File: src/rtl/v_mul_seq.sv
// Sequencer for the SIMD vector multiplier: issues register-file reads, tracks
// products through the fixed multiplier latency and retires masked writes.
//
// state    | meaning
// S_IDLE   | waiting for start; latches the command
// S_ISSUE  | one read per cycle, word 0..nwords-1
// S_DRAIN  | reads finished, waiting for the last write to retire
// S_DONE   | one-cycle done (and err) pulse
module v_mul_seq #(
  parameter int MUL_LAT = 3,
  parameter int ADDR_W  = 5,
  parameter int VL_W    = 7
) (
  input  logic              clk_i,
  input  logic              rst_i,
  input  logic              start_i,
  input  logic [2:0]        sew_i,
  input  logic [VL_W-1:0]   vl_i,
  input  logic [ADDR_W-1:0] vs1_addr_i,
  input  logic [ADDR_W-1:0] vs2_addr_i,
  input  logic [ADDR_W-1:0] vd_addr_i,
  output logic              busy_o,
  output logic              done_o,
  output logic              err_o,
  output logic              rd_en_o,
  output logic [ADDR_W-1:0] rd_addr_a_o,
  output logic [ADDR_W-1:0] rd_addr_b_o,
  input  logic [31:0]       rd_data_a_i,
  input  logic [31:0]       rd_data_b_i,
  output logic [31:0]       mul_op_a_o,
  output logic [31:0]       mul_op_b_o,
  output logic [2:0]        mul_sew_o,
  output logic              mul_is_mul_o,
  input  logic [31:0]       mul_result_i,
  output logic              wr_en_o,
  output logic [ADDR_W-1:0] wr_addr_o,
  output logic [31:0]       wr_data_o,
  output logic [3:0]        wr_be_o
);

  typedef enum logic [1:0] {S_IDLE, S_ISSUE, S_DRAIN, S_DONE} state_t;

  state_t            state_q;
  logic [2:0]        sew_q;
  logic [ADDR_W-1:0] vs1_q, vs2_q, vd_q;
  logic [VL_W-1:0]   last_q;
  logic [3:0]        tail_be_q;
  logic [VL_W-1:0]   idx_q;
  logic [VL_W-1:0]   rem_q;
  logic              err_q;
  logic              rd_en_q;
  logic [ADDR_W-1:0] rd_addr_a_q, rd_addr_b_q;
  logic [VL_W-1:0]   rd_idx_q;
  logic [3:0]        rd_be_q;

  // Issue-tracking pipe: stage 0 lines up with the operands, stage MUL_LAT with the result.
  logic              pv_q   [MUL_LAT+1];
  logic [VL_W-1:0]   pidx_q [MUL_LAT+1];
  logic [3:0]        pbe_q  [MUL_LAT+1];

  logic [VL_W:0]     vl_p1, vl_p3;
  logic [VL_W-1:0]   nwords_c;
  logic [3:0]        tail_be_c;

  always_comb begin
    vl_p1     = {1'b0, vl_i} + (VL_W+1)'(1);
    vl_p3     = {1'b0, vl_i} + (VL_W+1)'(3);
    nwords_c  = vl_i;
    tail_be_c = 4'hF;
    case (sew_i)
      3'd0: begin
        nwords_c = VL_W'(vl_p3 >> 2);
        case (vl_i[1:0])
          2'd1:    tail_be_c = 4'h1;
          2'd2:    tail_be_c = 4'h3;
          2'd3:    tail_be_c = 4'h7;
          default: tail_be_c = 4'hF;
        endcase
      end
      3'd1: begin
        nwords_c  = VL_W'(vl_p1 >> 1);
        tail_be_c = vl_i[0] ? 4'h3 : 4'hF;
      end
      default: begin
        nwords_c  = vl_i;
        tail_be_c = 4'hF;
      end
    endcase
  end

  always_ff @(posedge clk_i or posedge rst_i) begin
    if (rst_i) begin
      state_q     <= S_IDLE;
      sew_q       <= '0;
      vs1_q       <= '0;
      vs2_q       <= '0;
      vd_q        <= '0;
      last_q      <= '0;
      tail_be_q   <= '0;
      idx_q       <= '0;
      rem_q       <= '0;
      err_q       <= 1'b0;
      rd_en_q     <= 1'b0;
      rd_addr_a_q <= '0;
      rd_addr_b_q <= '0;
      rd_idx_q    <= '0;
      rd_be_q     <= '0;
      for (int k = 0; k <= MUL_LAT; k++) begin
        pv_q[k]   <= 1'b0;
        pidx_q[k] <= '0;
        pbe_q[k]  <= '0;
      end
    end else begin
      rd_en_q   <= 1'b0;
      pv_q[0]   <= rd_en_q;
      pidx_q[0] <= rd_idx_q;
      pbe_q[0]  <= rd_be_q;
      for (int k = 1; k <= MUL_LAT; k++) begin
        pv_q[k]   <= pv_q[k-1];
        pidx_q[k] <= pidx_q[k-1];
        pbe_q[k]  <= pbe_q[k-1];
      end

      case (state_q)
        S_IDLE: begin
          err_q <= 1'b0;
          if (start_i) begin
            sew_q     <= sew_i;
            vs1_q     <= vs1_addr_i;
            vs2_q     <= vs2_addr_i;
            vd_q      <= vd_addr_i;
            last_q    <= nwords_c - VL_W'(1);
            tail_be_q <= tail_be_c;
            if (sew_i > 3'd2) begin
              err_q   <= 1'b1;
              state_q <= S_DONE;
            end else if (vl_i == '0) begin
              state_q <= S_DONE;
            end else begin
              state_q     <= S_ISSUE;
              rd_en_q     <= 1'b1;
              rd_addr_a_q <= vs1_addr_i;
              rd_addr_b_q <= vs2_addr_i;
              rd_idx_q    <= '0;
              rd_be_q     <= (nwords_c == VL_W'(1)) ? tail_be_c : 4'hF;
              idx_q       <= VL_W'(1);
              rem_q       <= nwords_c - VL_W'(1);
            end
          end
        end
        S_ISSUE: begin
          // rem_q counts reads still to issue after the one on the bus this cycle
          if (rem_q == '0) begin
            state_q <= S_DRAIN;
          end else begin
            rd_en_q     <= 1'b1;
            rd_addr_a_q <= vs1_q + ADDR_W'(idx_q);
            rd_addr_b_q <= vs2_q + ADDR_W'(idx_q);
            rd_idx_q    <= idx_q;
            rd_be_q     <= (rem_q == VL_W'(1)) ? tail_be_q : 4'hF;
            idx_q       <= idx_q + VL_W'(1);
            rem_q       <= rem_q - VL_W'(1);
          end
        end
        S_DRAIN: begin
          if (pv_q[MUL_LAT] && (pidx_q[MUL_LAT] == last_q)) state_q <= S_DONE;
        end
        S_DONE: begin
          state_q <= S_IDLE;
        end
        default: state_q <= S_IDLE;
      endcase
    end
  end

  assign busy_o       = (state_q != S_IDLE);
  assign done_o       = (state_q == S_DONE);
  assign err_o        = (state_q == S_DONE) && err_q;
  assign rd_en_o      = rd_en_q;
  assign rd_addr_a_o  = rd_addr_a_q;
  assign rd_addr_b_o  = rd_addr_b_q;
  assign mul_op_a_o   = pv_q[0] ? rd_data_a_i : 32'h0;
  assign mul_op_b_o   = pv_q[0] ? rd_data_b_i : 32'h0;
  assign mul_sew_o    = busy_o ? sew_q : 3'd0;
  assign mul_is_mul_o = busy_o;
  assign wr_en_o      = pv_q[MUL_LAT];
  assign wr_addr_o    = pv_q[MUL_LAT] ? (vd_q + ADDR_W'(pidx_q[MUL_LAT])) : '0;
  assign wr_data_o    = pv_q[MUL_LAT] ? mul_result_i : 32'h0;
  assign wr_be_o      = pv_q[MUL_LAT] ? pbe_q[MUL_LAT] : 4'h0;

endmodule

File: config.mk
export PLATFORM = sky130hd
export DESIGN_NAME = v_mul_seq
export DESIGN_NICKNAME = d
export VERILOG_FILES = /design/src/rtl/v_mul_seq.sv
export SDC_FILE = /design/constraint.sdc
export NUM_CORES = 1
export LEC_CHECK = 0
export ABC_AREA = 0
export CAP_MARGIN = 40
export CELL_PAD_IN_SITES_DETAIL_PLACEMENT = 2
export CELL_PAD_IN_SITES_GLOBAL_PLACEMENT = 2
export CORE_MARGIN = 4
export CORE_UTILIZATION = 27
export DETAILED_ROUTE_END_ITERATION = 10
export GPL_ROUTABILITY_DRIVEN = 0
export GPL_TIMING_DRIVEN = 0
export PLACE_DENSITY_LB_ADDON = 0.1
export SLEW_MARGIN = 0
export SYNTH_ARGS = -nofsm -noshare
export SYNTH_HDL_FRONTEND = slang
export SYNTH_SLANG_ARGS = --single-unit
export TNS_END_PERCENT = 20
File: constraint.sdc
create_clock -name clk_i -period 9.7 [get_ports clk_i]
set_input_delay 0.97 -clock clk_i [delete_from_list [all_inputs] [get_ports clk_i]]
set_output_delay 0.97 -clock clk_i [all_outputs]
set_load 0.02 [all_outputs]
==> results.sh <==
export IMPL_outcome="completed"
export IMPL_cap_violations=0
export IMPL_final_max_slew_violation_count=0
export IMPL_worstMarginPinSlew_ns=0.902
export IMPL_netlist_top_cell_by_area="dfrtp_1"
export IMPL_r2r_slack_ns=6.83
export IMPL_reg2regPathDepth=7
export IMPL_antenna_found_initial=1
export IMPL_die_x_um=157
export IMPL_timing_hold_worst_class="reg -> reg"
export IMPL_insertion_delay_ns=0.42
export IMPL_netlist_top_cells_area="dfrtp_1 (48%), and2_1 (11%), ha_1 (5.4%)"
export IMPL_max_slew_margin_pct=39.9
export IMPL_post_synth_fa_ha_maj_area_fraction_pct=6.44
export IMPL_synth_mux_area_share_pct=4.97
export IMPL_wl_per_cell_um=20.8
export IMPL_post_syn_nets=744
export IMPL_synth_ff_latch_count=116
export IMPL_total_negative_slack_ns=0
export IMPL_layout_worst_path_cycle_share_pct=38.1
export IMPL_fin_worst_skew_ns=0.0133
export IMPL_max_clock_path_buffers=2
export IMPL_nFillCells=2301
export IMPL_die_height_um=157
export IMPL_post_route_min_period_ns=3.70
export IMPL_post_synth_arst_share_pct=100
export IMPL_syn_instance_count=591
export IMPL_io_buffer_count=246
export IMPL_ratio_of_cells_with_drive_above_1_in_the_final_layout_pct=8.27
export IMPL_fp_dieArea_mm2=0.0246
export IMPL_synth_xor_area_share_pct=4.39
export IMPL_worst_hold_slack_ns=0.345
export IMPL_synth_area_per_cell_um2=10.1
export IMPL_io_pin_count=248
export IMPL_rows=54
export IMPL_gr_usage_all_layers_pct=19.2
export IMPL_holdPathStages=0
export IMPL_dr_pass1_iters=4
export IMPL_first_global_vias=6066
export IMPL_hold_path_end="pbe_q[9]"
export IMPL_cts_sinks=116
export IMPL_synth_yosys_seq_area_share_pct=48.5
export IMPL_r2r_start="state_q[1]"
export IMPL_rsz0062_at_grt="no"
export IMPL_synth_top_family_by_area="simple AND/OR/NAND/NOR gates"
export IMPL_synth_compound_area_share_pct=11.4
export IMPL_detailroute_via_count=5406
export IMPL_regToRegEndpoint="last_q[1]"
export IMPL_global_route_wire_length_before_repair_mm=36.2
export IMPL_synth_flop_cell="dfrtp_1"
export IMPL_tritoncts_clock_tree="done"
export IMPL_worstSetupPathType="reg -> out"
export IMPL_max_stage_delay_ns=0.64
export IMPL_max_freq_mhz=271
export IMPL_basic_gate_share_of_the_synthesized_area_counting_and_or_nand_and_nor_cells_pct=20.3
export IMPL_post_drt_via_cell_ratio=4.70
export IMPL_cts_resized=0
export IMPL_critical_path_slowest_cell="clkdlybuf4s50_1"
export IMPL_numCtsBuffers=17
export IMPL_drt_iter0_drc=163
export IMPL_critPathCaptureType="output pin"
export IMPL_finished_core_util_pct=43.3
export IMPL_ctsRootBufferMaster="clkbuf_16"
export IMPL_detail_route_drc_violations=0
export IMPL_yosysWarningCount=0
export IMPL_numnets_final=1011
export IMPL_mostFrequentLayoutCell="clkdlybuf4s50_1"
export IMPL_worst_ep_required_time_ns=8.73
export IMPL_floorplan_initialDensity_pct=27.4
export IMPL_postCtsSetupBuffers=0
export IMPL_most_common_layout_cells="clkdlybuf4s50_1 (246), dfrtp_1 (116), and2_1 (108), nand2_1 (52), o21ai_0 (45)"
export IMPL_antenna_violating_nets_post_route=0
export IMPL_dpl_hpwl_mm=19.1
export IMPL_total_leakage_power_uw=0.00397
export IMPL_power_ir_vdd_worst_v=0.000139
export IMPL_hold_path_startpoint="pbe_q[13]"
export IMPL_setup_worst_path_start_class="register"
export IMPL_synthToLayoutAreaGrowth_pct=58.0
export IMPL_grt_max_degree=62
export IMPL_synth_distinct_cells=54
export IMPL_hold_buffers=0
export IMPL_antenna_cells=0
export IMPL_path_cells="ha_1, fa_1, a21o_1, a21oi_1, xnor2_1, and2_1, clkdlybuf4s50_1"
export IMPL_gr_total_overflow=0
export IMPL_netlist_area_before_placement_mm2=0.00599
export IMPL_route_final_wire_length_mm=24.0
export IMPL_cp_max_fo=2
export IMPL_cts_htree_levels=4
export IMPL_setup_viol_count_final=0
export IMPL_arrival_ns=2.73
export IMPL_timing_final_hold_violations=0
export IMPL_core_area_mm2=0.0218
export IMPL_pwr_per_cell_area_mw_per_mm2=138
export IMPL_path_clk_slew_ns=0.06
export IMPL_share_of_yosys_cell_area_claimed_by_the_top_area_cell_type_pct=48.5
export IMPL_synth_edff_count=0
[logic make-up (layout without fill, tap and decap cells)]
| kind of cell | Yosys count | in the layout |
|---|---|---|
| xor gates and xnor gates | 30 | 30 |
| muxes | 27 | 27 |
| AOI/OAI and AO/OA | 110 | 110 |
| adders and majority gates | 29 | 29 |
| and+or+nand+nor | 223 | 223 |
| buffers and inverters | 56 | 336 |
| DFF | 116 | 116 |
[layout make-up]
class | count | area [um2] | share of cell area [%]
flip-flops and latches | 116 | 2900 | 30.7
multi-input cells | 419 | 2850 | 30.1
repair buffers | 248 | 2500 | 26.4
clock buffers | 18 | 439 | 4.64
well taps | 280 | 350 | 3.70
clock inverters | 14 | 176 | 1.87
plain buffers | 34 | 154 | 1.63
inverters | 22 | 87.6 | 0.926
[Yosys cell counts (all sizes together), types with 4 or more instances]
library cell    n
nand3           7
o21ai          46
nand2          52
xor2           10
inv            22
and2          108
a21oi          23
mux2           22
dfrtp         116
ha             26
mux2i           5
nor2           19
buf            10
nand4           7
a21o            9
nand2b          4
clkbuf         24
xnor2          20
o31ai           8
nor3            5
[power by group]
part | internal (uW) | total (uW) | switching, uW
clock network | 413 | 643 | 230
registers | 484 | 484 | 0
logic | 97.3 | 179 | 81.4
total | 994 | 1310 | 311
[state kept, by name, summed over array words and instances (netlist names), 2 cells and up]
| signal | cells |
|---|---|
| pv_q | 3 |
| rd_idx_q | 7 |
| idx_q | 7 |
| rd_addr_a_o | 5 |
| vd_q | 5 |
| vs2_q | 5 |
| pidx_q | 28 |
| last_q | 7 |
| pbe_q | 16 |
| state_q | 2 |
| rd_be_q | 4 |
| tail_be_q | 4 |
| vs1_q | 5 |
| rd_addr_b_o | 5 |
| rem_q | 7 |
| sew_q | 3 |
[per-stage QoR]
stage	instance area, um2	setup WS, ns	power (uW)	std cells
5_1_grt	9460	5.83	1370	1151
2_1_floorplan	5990	5.66	562	591
3_5_place_dp	8840	5.58	674	1119
3_3_place_gp	8800	3.98	669	1117
4_1_cts	9460	5.98	1330	1151
6_report	9460	6.00	1310	1151
[worst max-delay path, delay by kind of cell, from the launching register on]
kind / cells / cell delay (ns)
flip-flops: 1 / 0.40
buffers and inverters: 1 / 0.64
XOR/XNOR: 1 / 0.14
AO/OA/AOI/OAI: 2 / 0.37
AND/OR/NAND/NOR: 1 / 0.13
adder cells (fa/ha/maj): 2 / 0.64
[layer usage]
layer  part of all wire (%)  GRT usage (%)  vias up
li1                       -              -     2526
met1                     39           21.7     2697
met2                     53           36.0      160
met3                    7.0           5.20       21
met4                   0.99           4.34        2
met5                  0.054              0        -
[how the worst max path moves through the flow]
stage | from | endpoint | slack [ns] | cells past startpoint
6_report | pidx_q[0] | wr_addr_o[4] | 6.00 | 7
5_1_grt | vl_i[0] | rem_q[4] | 5.83 | 12
4_1_cts | pidx_q[0] | wr_addr_o[4] | 5.98 | 7
3_5_place_dp | vl_i[0] | rem_q[4] | 5.58 | 12
3_3_place_gp | rst_i | pidx_q[4] | 3.98 | 2
2_1_floorplan | rst_i | err_q | 5.66 | 1
(Power assumes the default switching activity.)
